File: src/rtl/psum_drain_if.sv
// Bus bundle for psum_drain: psum row-mem read port plus the quantized output byte stream.
// master = drain side, slave = row mems / stream consumer.
`timescale 1ns/1ps
interface psum_drain_if #(
    parameter int unsigned ADDR_PSUM = 12,
    parameter int unsigned PSUM_BW   = 32,
    parameter int unsigned OUT_BW    = 8,
    parameter int unsigned NUM_COLS  = 32
);
    logic [NUM_COLS-1:0]         psum_rd_en;
    logic [ADDR_PSUM-1:0]        psum_rd_addr;
    logic [PSUM_BW*NUM_COLS-1:0] psum_rd_data;
    logic [OUT_BW-1:0]           out_data;
    logic                        out_valid;
    logic                        out_ready;
    logic                        out_last;

    modport master (
        output psum_rd_en, psum_rd_addr, out_data, out_valid, out_last,
        input  psum_rd_data, out_ready
    );

    modport slave (
        input  psum_rd_en, psum_rd_addr, out_data, out_valid, out_last,
        output psum_rd_data, out_ready
    );
endinterface

File: src/rtl/psum_drain.sv
// Drains the psum row mems after a tile, requantizes 32b psums to 8b and streams them out.
// Optional fused ReLU on the requantized value: define PSUM_DRAIN_RELU_EN.
`timescale 1ns/1ps
module psum_drain #(
    parameter int unsigned ADDR_PSUM = 12,
    parameter int unsigned PSUM_BW   = 32,
    parameter int unsigned OUT_BW    = 8,
    parameter int unsigned NUM_COLS  = 32
) (
    input  logic        clk,
    input  logic        resetn,
    input  logic        start,
    input  logic [5:0]  IMG_H,
    input  logic [5:0]  IMG_W,
    input  logic [7:0]  OC,
    input  logic [4:0]  SHIFT,
    output logic        busy,
    output logic        done,
    psum_drain_if.master bus
);

    localparam int unsigned COL_W  = $clog2(NUM_COLS);
    localparam int unsigned NW_W   = ADDR_PSUM + 1;
    localparam int unsigned PROD_W = 14;
    localparam int unsigned EXT_W  = PSUM_BW + 1;

    localparam logic [PROD_W-1:0]       DEPTH  = PROD_W'(1 << ADDR_PSUM);
    localparam logic signed [EXT_W-1:0] SAT_HI = EXT_W'((1 << (OUT_BW - 1)) - 1);
    localparam logic signed [EXT_W-1:0] SAT_LO = ~SAT_HI;

    localparam logic [1:0] S_IDLE  = 2'd0;
    localparam logic [1:0] S_RUN   = 2'd1;
    localparam logic [1:0] S_FLUSH = 2'd2;

    logic [1:0]           state_q, state_d;
    logic                 busy_q, busy_d;
    logic                 done_q, done_d;
    logic [5:0]           col_q, col_d;
    logic [ADDR_PSUM-1:0] addr_q, addr_d;
    logic [5:0]           h_q, h_d;
    logic [NW_W-1:0]      n_q, n_d;
    logic [4:0]           shift_q, shift_d;

    logic                 d_vld_q;
    logic [COL_W-1:0]     d_col_q;
    logic                 d_last_q;
    logic [OUT_BW-1:0]    fifo_data_q [2];
    logic                 fifo_last_q [2];
    logic                 wr_ptr_q, rd_ptr_q;
    logic [1:0]           fifo_cnt_q;

    logic [PROD_W-1:0]    prod_c;
    logic [NW_W-1:0]      n_in_c;
    logic [5:0]           h_in_c;
    logic                 pop_c, head_last_c, credit_c;
    logic [2:0]           level_c;
    logic                 addr_last_c, col_last_c;
    logic                 issue_c, rd_last_c;
    logic [PSUM_BW-1:0]   x_c;
    logic [OUT_BW-1:0]    q_c;

    // Tile geometry from the start-time inputs; word count clamped to the mem depth.
    assign prod_c = PROD_W'(IMG_W) * PROD_W'(OC);
    assign n_in_c = (prod_c > DEPTH) ? NW_W'(DEPTH) : NW_W'(prod_c);
    assign h_in_c = (IMG_H > 6'(NUM_COLS)) ? 6'(NUM_COLS) : IMG_H;

    assign pop_c       = (fifo_cnt_q != 2'd0) && bus.out_ready;
    assign head_last_c = fifo_last_q[rd_ptr_q];

    // Slots committed = buffered words + the read whose data is on the bus now, less this cycle's pop.
    assign level_c  = 3'(fifo_cnt_q) + 3'(d_vld_q) - 3'(pop_c);
    assign credit_c = (level_c < 3'd2);

    assign addr_last_c = ({1'b0, addr_q} == (n_q - NW_W'(1)));
    assign col_last_c  = (col_q == (h_q - 6'd1));

    always_comb begin
        state_d   = state_q;
        busy_d    = busy_q;
        done_d    = 1'b0;
        col_d     = col_q;
        addr_d    = addr_q;
        h_d       = h_q;
        n_d       = n_q;
        shift_d   = shift_q;
        issue_c   = 1'b0;
        rd_last_c = 1'b0;
        case (state_q)
            S_IDLE: begin
                if (start) begin
                    if (IMG_H == 6'd0 || IMG_W == 6'd0 || OC == 8'd0) begin
                        done_d = 1'b1;
                    end else begin
                        state_d = S_RUN;
                        busy_d  = 1'b1;
                        col_d   = '0;
                        addr_d  = '0;
                        h_d     = h_in_c;
                        n_d     = n_in_c;
                        shift_d = SHIFT;
                    end
                end
            end
            S_RUN: begin
                issue_c = credit_c;
                if (credit_c) begin
                    rd_last_c = addr_last_c && col_last_c;
                    if (addr_last_c) begin
                        addr_d = '0;
                        col_d  = col_q + 6'd1;
                    end else begin
                        addr_d = addr_q + ADDR_PSUM'(1);
                    end
                    if (addr_last_c && col_last_c) begin
                        state_d = S_FLUSH;
                    end
                end
            end
            S_FLUSH: begin
                if (pop_c && head_last_c) begin
                    state_d = S_IDLE;
                    busy_d  = 1'b0;
                    done_d  = 1'b1;
                end
            end
            default: state_d = S_IDLE;
        endcase
    end

    always_ff @(posedge clk or negedge resetn) begin
        if (!resetn) begin
            state_q <= S_IDLE;
            busy_q  <= 1'b0;
            done_q  <= 1'b0;
            col_q   <= '0;
            addr_q  <= '0;
            h_q     <= '0;
            n_q     <= '0;
            shift_q <= '0;
        end else begin
            state_q <= state_d;
            busy_q  <= busy_d;
            done_q  <= done_d;
            col_q   <= col_d;
            addr_q  <= addr_d;
            h_q     <= h_d;
            n_q     <= n_d;
            shift_q <= shift_d;
        end
    end

    // Read data is valid the cycle after the read; pick the column recorded with it.
    assign x_c = bus.psum_rd_data[PSUM_BW*d_col_q +: PSUM_BW];

    always_comb begin
        logic signed [EXT_W-1:0] xe;
        logic signed [EXT_W-1:0] rnd;
        logic signed [EXT_W-1:0] t;
        xe  = {x_c[PSUM_BW-1], x_c};
        rnd = '0;
        if (shift_q != 5'd0) begin
            rnd = EXT_W'(1) << (shift_q - 5'd1);
        end
        t = (xe + rnd) >>> shift_q;
`ifdef PSUM_DRAIN_RELU_EN
        if (t < 0) begin
            t = '0;
        end
`endif
        if (t > SAT_HI) begin
            q_c = SAT_HI[OUT_BW-1:0];
        end else if (t < SAT_LO) begin
            q_c = SAT_LO[OUT_BW-1:0];
        end else begin
            q_c = t[OUT_BW-1:0];
        end
    end

    // Return-data stage and 2-entry output FIFO.
    always_ff @(posedge clk or negedge resetn) begin
        if (!resetn) begin
            d_vld_q     <= 1'b0;
            d_col_q     <= '0;
            d_last_q    <= 1'b0;
            wr_ptr_q    <= 1'b0;
            rd_ptr_q    <= 1'b0;
            fifo_cnt_q  <= 2'd0;
            for (int i = 0; i < 2; i++) begin
                fifo_data_q[i] <= '0;
                fifo_last_q[i] <= 1'b0;
            end
        end else begin
            d_vld_q  <= issue_c;
            d_col_q  <= col_q[COL_W-1:0];
            d_last_q <= rd_last_c;
            if (d_vld_q) begin
                fifo_data_q[wr_ptr_q] <= q_c;
                fifo_last_q[wr_ptr_q] <= d_last_q;
                wr_ptr_q              <= ~wr_ptr_q;
            end
            if (pop_c) begin
                rd_ptr_q <= ~rd_ptr_q;
            end
            fifo_cnt_q <= fifo_cnt_q + 2'(d_vld_q) - 2'(pop_c);
        end
    end

    assign bus.psum_rd_en   = issue_c ? (NUM_COLS'(1) << col_q[COL_W-1:0]) : '0;
    assign bus.psum_rd_addr = addr_q;
    assign bus.out_valid    = (fifo_cnt_q != 2'd0);
    assign bus.out_data     = fifo_data_q[rd_ptr_q];
    assign bus.out_last     = (fifo_cnt_q != 2'd0) && head_last_c;
    assign busy             = busy_q;
    assign done             = done_q;

endmodule

File: src/flat_wrapper.sv
// flat-port wrapper written by rule: the top's interface ports become plain ports
module psum_drain_flat 
#(
    parameter int unsigned ADDR_PSUM = 12,
    parameter int unsigned PSUM_BW   = 32,
    parameter int unsigned OUT_BW    = 8,
    parameter int unsigned NUM_COLS  = 32
)
  (clk, resetn, start, IMG_H, IMG_W, OC, SHIFT, busy, done, bus_psum_rd_en, bus_psum_rd_addr, bus_out_data, bus_out_valid, bus_out_last, bus_psum_rd_data, bus_out_ready);
  psum_drain_if #(.ADDR_PSUM(ADDR_PSUM), .PSUM_BW(PSUM_BW), .OUT_BW(OUT_BW), .NUM_COLS(NUM_COLS)) bus_i ();
  input  logic clk;
  input  logic resetn;
  input  logic start;
  input  logic [5:0] IMG_H;
  input  logic [5:0] IMG_W;
  input  logic [7:0] OC;
  input  logic [4:0] SHIFT;
  output logic busy;
  output logic done;
  output wire logic [$bits(bus_i.psum_rd_en)-1:0] bus_psum_rd_en;
  output wire logic [$bits(bus_i.psum_rd_addr)-1:0] bus_psum_rd_addr;
  output wire logic [$bits(bus_i.out_data)-1:0] bus_out_data;
  output wire logic [$bits(bus_i.out_valid)-1:0] bus_out_valid;
  output wire logic [$bits(bus_i.out_last)-1:0] bus_out_last;
  input wire logic [$bits(bus_i.psum_rd_data)-1:0] bus_psum_rd_data;
  input wire logic [$bits(bus_i.out_ready)-1:0] bus_out_ready;
  assign bus_psum_rd_en = bus_i.psum_rd_en;
  assign bus_psum_rd_addr = bus_i.psum_rd_addr;
  assign bus_out_data = bus_i.out_data;
  assign bus_out_valid = bus_i.out_valid;
  assign bus_out_last = bus_i.out_last;
  assign bus_i.psum_rd_data = bus_psum_rd_data;
  assign bus_i.out_ready = bus_out_ready;
  psum_drain #(.ADDR_PSUM(ADDR_PSUM), .PSUM_BW(PSUM_BW), .OUT_BW(OUT_BW), .NUM_COLS(NUM_COLS)) u_core (.clk(clk), .resetn(resetn), .start(start), .IMG_H(IMG_H), .IMG_W(IMG_W), .OC(OC), .SHIFT(SHIFT), .busy(busy), .done(done), .bus(bus_i));
endmodule
File: config.mk
export PLATFORM = sky130hd
export DESIGN_NAME = psum_drain_flat
export DESIGN_NICKNAME = d
export VERILOG_FILES = /design/src/rtl/psum_drain_if.sv /design/src/rtl/psum_drain.sv /design/src/flat_wrapper.sv
export SDC_FILE = /design/constraint.sdc
export NUM_CORES = 1
export LEC_CHECK = 0
export BUFFER_PORTS_ARGS = -buffer_cell sky130_fd_sc_hd__buf_4
export CORE_AREA = 2 2 435 437
export DETAILED_ROUTE_END_ITERATION = 10
export DIE_AREA = 0 0 437 439
export GPL_ROUTABILITY_DRIVEN = 0
export HOLD_SLACK_MARGIN = 0.03
export REMOVE_ABC_BUFFERS = 1
export SLEW_MARGIN = 20
export SYNTH_ARGS = -nofsm -noshare
export SYNTH_HDL_FRONTEND = slang
export SYNTH_SLANG_ARGS = --single-unit
File: constraint.sdc
create_clock -name clk -period 6.2 [get_ports clk]
set_input_delay 1.55 -clock clk [delete_from_list [all_inputs] [get_ports clk]]
set_output_delay 1.55 -clock clk [all_outputs]
set_load 0.005 [all_outputs]
==> results by group <==
Outcome
  – Outcome: finished, violations left
  – Violated checks: setup timing

GRT
  – First-pass GRT wire length: 192000 um
  – GRT Residual Overflow: 0
  – Vias in the first global route: between 20000 and 25000
  – Pin count of the biggest net entering global routing: 65
  – Initial antenna violation count: 85
  – Gr usage total: 14.2%

Clock tree
  – CTS tree: yes
  – Cts bufs inserted: 9
  – Clk sink count: 75
  – Post-CTS Hold Buffers: 0
  – Clock Path Buffers: 2
  – Clock Root Buffer: clkbuf_16
  – Clk_lat worst skew: 0.38 ns
  – CTS HTree Levels: 3
  – Worst-path clk slew: 0.06 ns

Synthesis
  – Synthesized cell area: roughly 18000 um2
  – Async set or reset register ratio after synthesis: 100%
  – Sequential area share after synthesis: 10.2%
  – Syn avg cell area: 10.1 um2
  – Yosys warns: 0
  – Yosys cell types: 95
  – Gate Count Post-Synth: 1828
  – Post-synth EDFFs: 0
  – FF+latch count, synth: 75
  – Most used DFF post-synth: dfrtp_1

Setup path
  – Critical Path RT: between 6 and 7 ns
  – Crit path from: bus_psum_rd_data[960]
  – FF-to-FF path depth: 21
  – Worst-path fanout max: 8
  – Crit. End Element: register
  – R2r setup slk: approximately 0.040 ns
  – R2R Path End: u_core.fifo_data_q[10]
  – R2r startpoint: u_core.d_col_q[0]
  – Critical path arrival: 6.72 ns
  – Setup crit end: u_core.fifo_data_q[11]
  – Setup CP Type: in2reg
  – Startpoint types: input port

Cells and area
  – Commonest cells after routing, fill and taps aside: buf_4 (1448), mux4_2 (326), nand2_1 (157), nor2_1 (157), dfrtp_1 (70)
  – Area growth syn-to-layout: 85.7%
  – Commonest non-fill, non-tap cell in the layout: buf_4
  – Multi-input gate area: 17000 um2
  – Fill count: 20800
  – Reg area: 1890 um2
  – Final Net Count: ~4300
  – Fin area: 34300 um2
  – Non-filler cells, final: 5726
  – Fraction of layout cells with a size suffix above 1: 65.9%

Power
  – Max IR drop VDD: ~230 uV
  – Power Density: 440 nW/um2
  – Leak: 14.1 nW

Place
  – Pre-CTS WS: -1.07 ns
  – DP Cell Count: between 5000 and 6000
  – Placed Area: 32200 um2
  – IO Port Bufs: 1108
  – Sum of net half-perimeters after detailed placement: 127000 um

STA
  – RSZ-0062 raised after global routing: yes
  – Post-layout min period: 6.44 ns
  – Rel. slew slack: 35.8%
  – Slew Limit Fails: 0
  – Sum Neg Setup Slack: -3.11 ns
  – Worst Tran Pin Value: slightly below 1 ns
  – Final Hold Fails: 0
  – Skew final: 0.0130 ns
  – Finish-stage setup viols: 14
  – Fin crit share: 104%
  – Final worst slack: -0.244 ns
  – Final hold slack: 0.476 ns
  – Max Freq: between 0.15 and 0.2 GHz

Floorplanning
  – Count of standard-cell rows: 159
  – Initial Util: 9.88%
  – Core region area: 187000 um2
  – I/O pin count: 1109
  – Die area: 192000 um2
  – Die Width: 437 um
  – Die Ht: 439 um

Detailed routing
  – Wire per inst: 25.2 um
  – Antenna Nets Post-Route: 0
  – Vias: 23800
  – DRC Markers: 0
  – 1st-pass router iterations: 5
  – Detailed router's first-iteration violation count: 2039
  – Final WL: 144000 um
  – Via density per instance: 4.15

Run
  – Max-Cap Viols: 0

Worst hold path
  – Hold/Removal Path Class: reg2reg
per-layer routing:
metal  vias to the layer above  GRT usage [%]  routed length [um]
li1                      10100              -                   -
met1                     12000           17.2               57200
met2                      1412           22.5               65900
met3                       229           5.72               15500
met4                        46           4.74                5220
met5                         -           1.66                 517
Yosys cell counts (all sizes together) (27+ instances only):
master  instances  area (um2)
mux4          326        7340
nand2         167         634
nor2          166         623
clkbuf         94         353
a21oi          83         453
dfrtp          75        1880
o21ai          70         358
inv            68         255
ha             65         813
buf            61         279
mux2           53         601
xnor2          43         392
nor3           39         200
nand4          36         231
and2           33         206
o211ai         30         230
a21o           27         203
fa             27         541
nand3          27         135
critical path, stage by stage:
cell and delay, ns:
buf_4 0.11, mux4_2 0.58, mux4_2 0.51, mux2_4 0.30
ha_4 0.18, inv_2 0.05, fa_2 0.19, nand2b_4 0.14
a21o_1 0.17, buf_6 0.13, a21oi_2 0.05, buf_4 0.17
a21o_4 0.23, a311oi_4 0.44, buf_4 0.18, a221oi_1 0.08
a22oi_2 0.31, nand2_1 0.11, o32a_1 0.19, o41ai_2 0.36
a41o_2 0.38, o311ai_4 0.14, o211ai_1 0.17
layout make-up:
type,count,share of cell area [%]
Antenna cell,47,0.343
Clock buffer,10,0.696
Clock inverter,6,0.281
Inverter,69,0.754
Multi-Input combinational cell,1529,49.6
Sequential cell,75,5.51
Tap cell,2495,9.09
Timing Repair Buffer,1495,33.7
cells by family after synthesis:
group	Yosys count	share of synthesized area (%)
other	1	0.0203
AND/OR/NAND/NOR	563	14.5
multiplexers	400	44.1
AO/OA/AOI/OAI	409	16.0
flip-flops	75	10.2
XOR/XNOR	64	3.11
adder cells (fa/ha/maj)	92	7.32
buffers and inverters	224	4.82
worst min path at each step:
stage                        endpoint              startpoint  cells after the start  slack, ns
6_report       u_core.fifo_data_q[15]  u_core.fifo_data_q[15]                      2       0.48
5_1_grt        u_core.fifo_data_q[15]  u_core.fifo_data_q[15]                      2       0.50
4_1_cts        u_core.fifo_data_q[15]  u_core.fifo_data_q[15]                      2       0.48
3_5_place_dp   u_core.fifo_data_q[15]  u_core.fifo_data_q[15]                      2       0.47
3_3_place_gp    u_core.fifo_data_q[7]   u_core.fifo_data_q[7]                      2       0.46
2_1_floorplan       u_core.d_col_q[1]         u_core.col_q[1]                      0       0.44
registers in the layout (all words and copies together), names as in the netlist, 2 cells and up:
register	count
u_core.fifo_cnt_q	2
u_core.shift_q	5
u_core.h_q	6
u_core.fifo_last_q	2
u_core.state_q	2
u_core.d_col_q	5
u_core.n_q	13
u_core.bus.psum_rd_addr	12
u_core.col_q	6
u_core.fifo_data_q	16
power breakdown:
group / internal, mW / leakage (nW) / switching, mW
Sequential: 0.672 / 0.946 / 0.260
Combinational: 6.80 / 13.0 / 6.77
Clock: 0.368 / 0.162 / 0.247
repair_timing:
item | CTS | global route
endpoints found under the setup margin | 14 | 14
pin swaps | 65 | 45
hold endpoints to repair | 0 | 0
buffers inserted | 25 | 14
cloned | 0 | 0
resized for setup | 201 | 82
through the flow:
step                      utilization (%)  power [mW]
after global routing                 18.3        16.1
after detailed placement             17.2        13.0
after floorplan                         -        8.02
after global placement               17.2        12.9
final                                18.4        15.1
after CTS                            18.0        14.6
No activity file was read; power rests on OpenSTA's default activity.
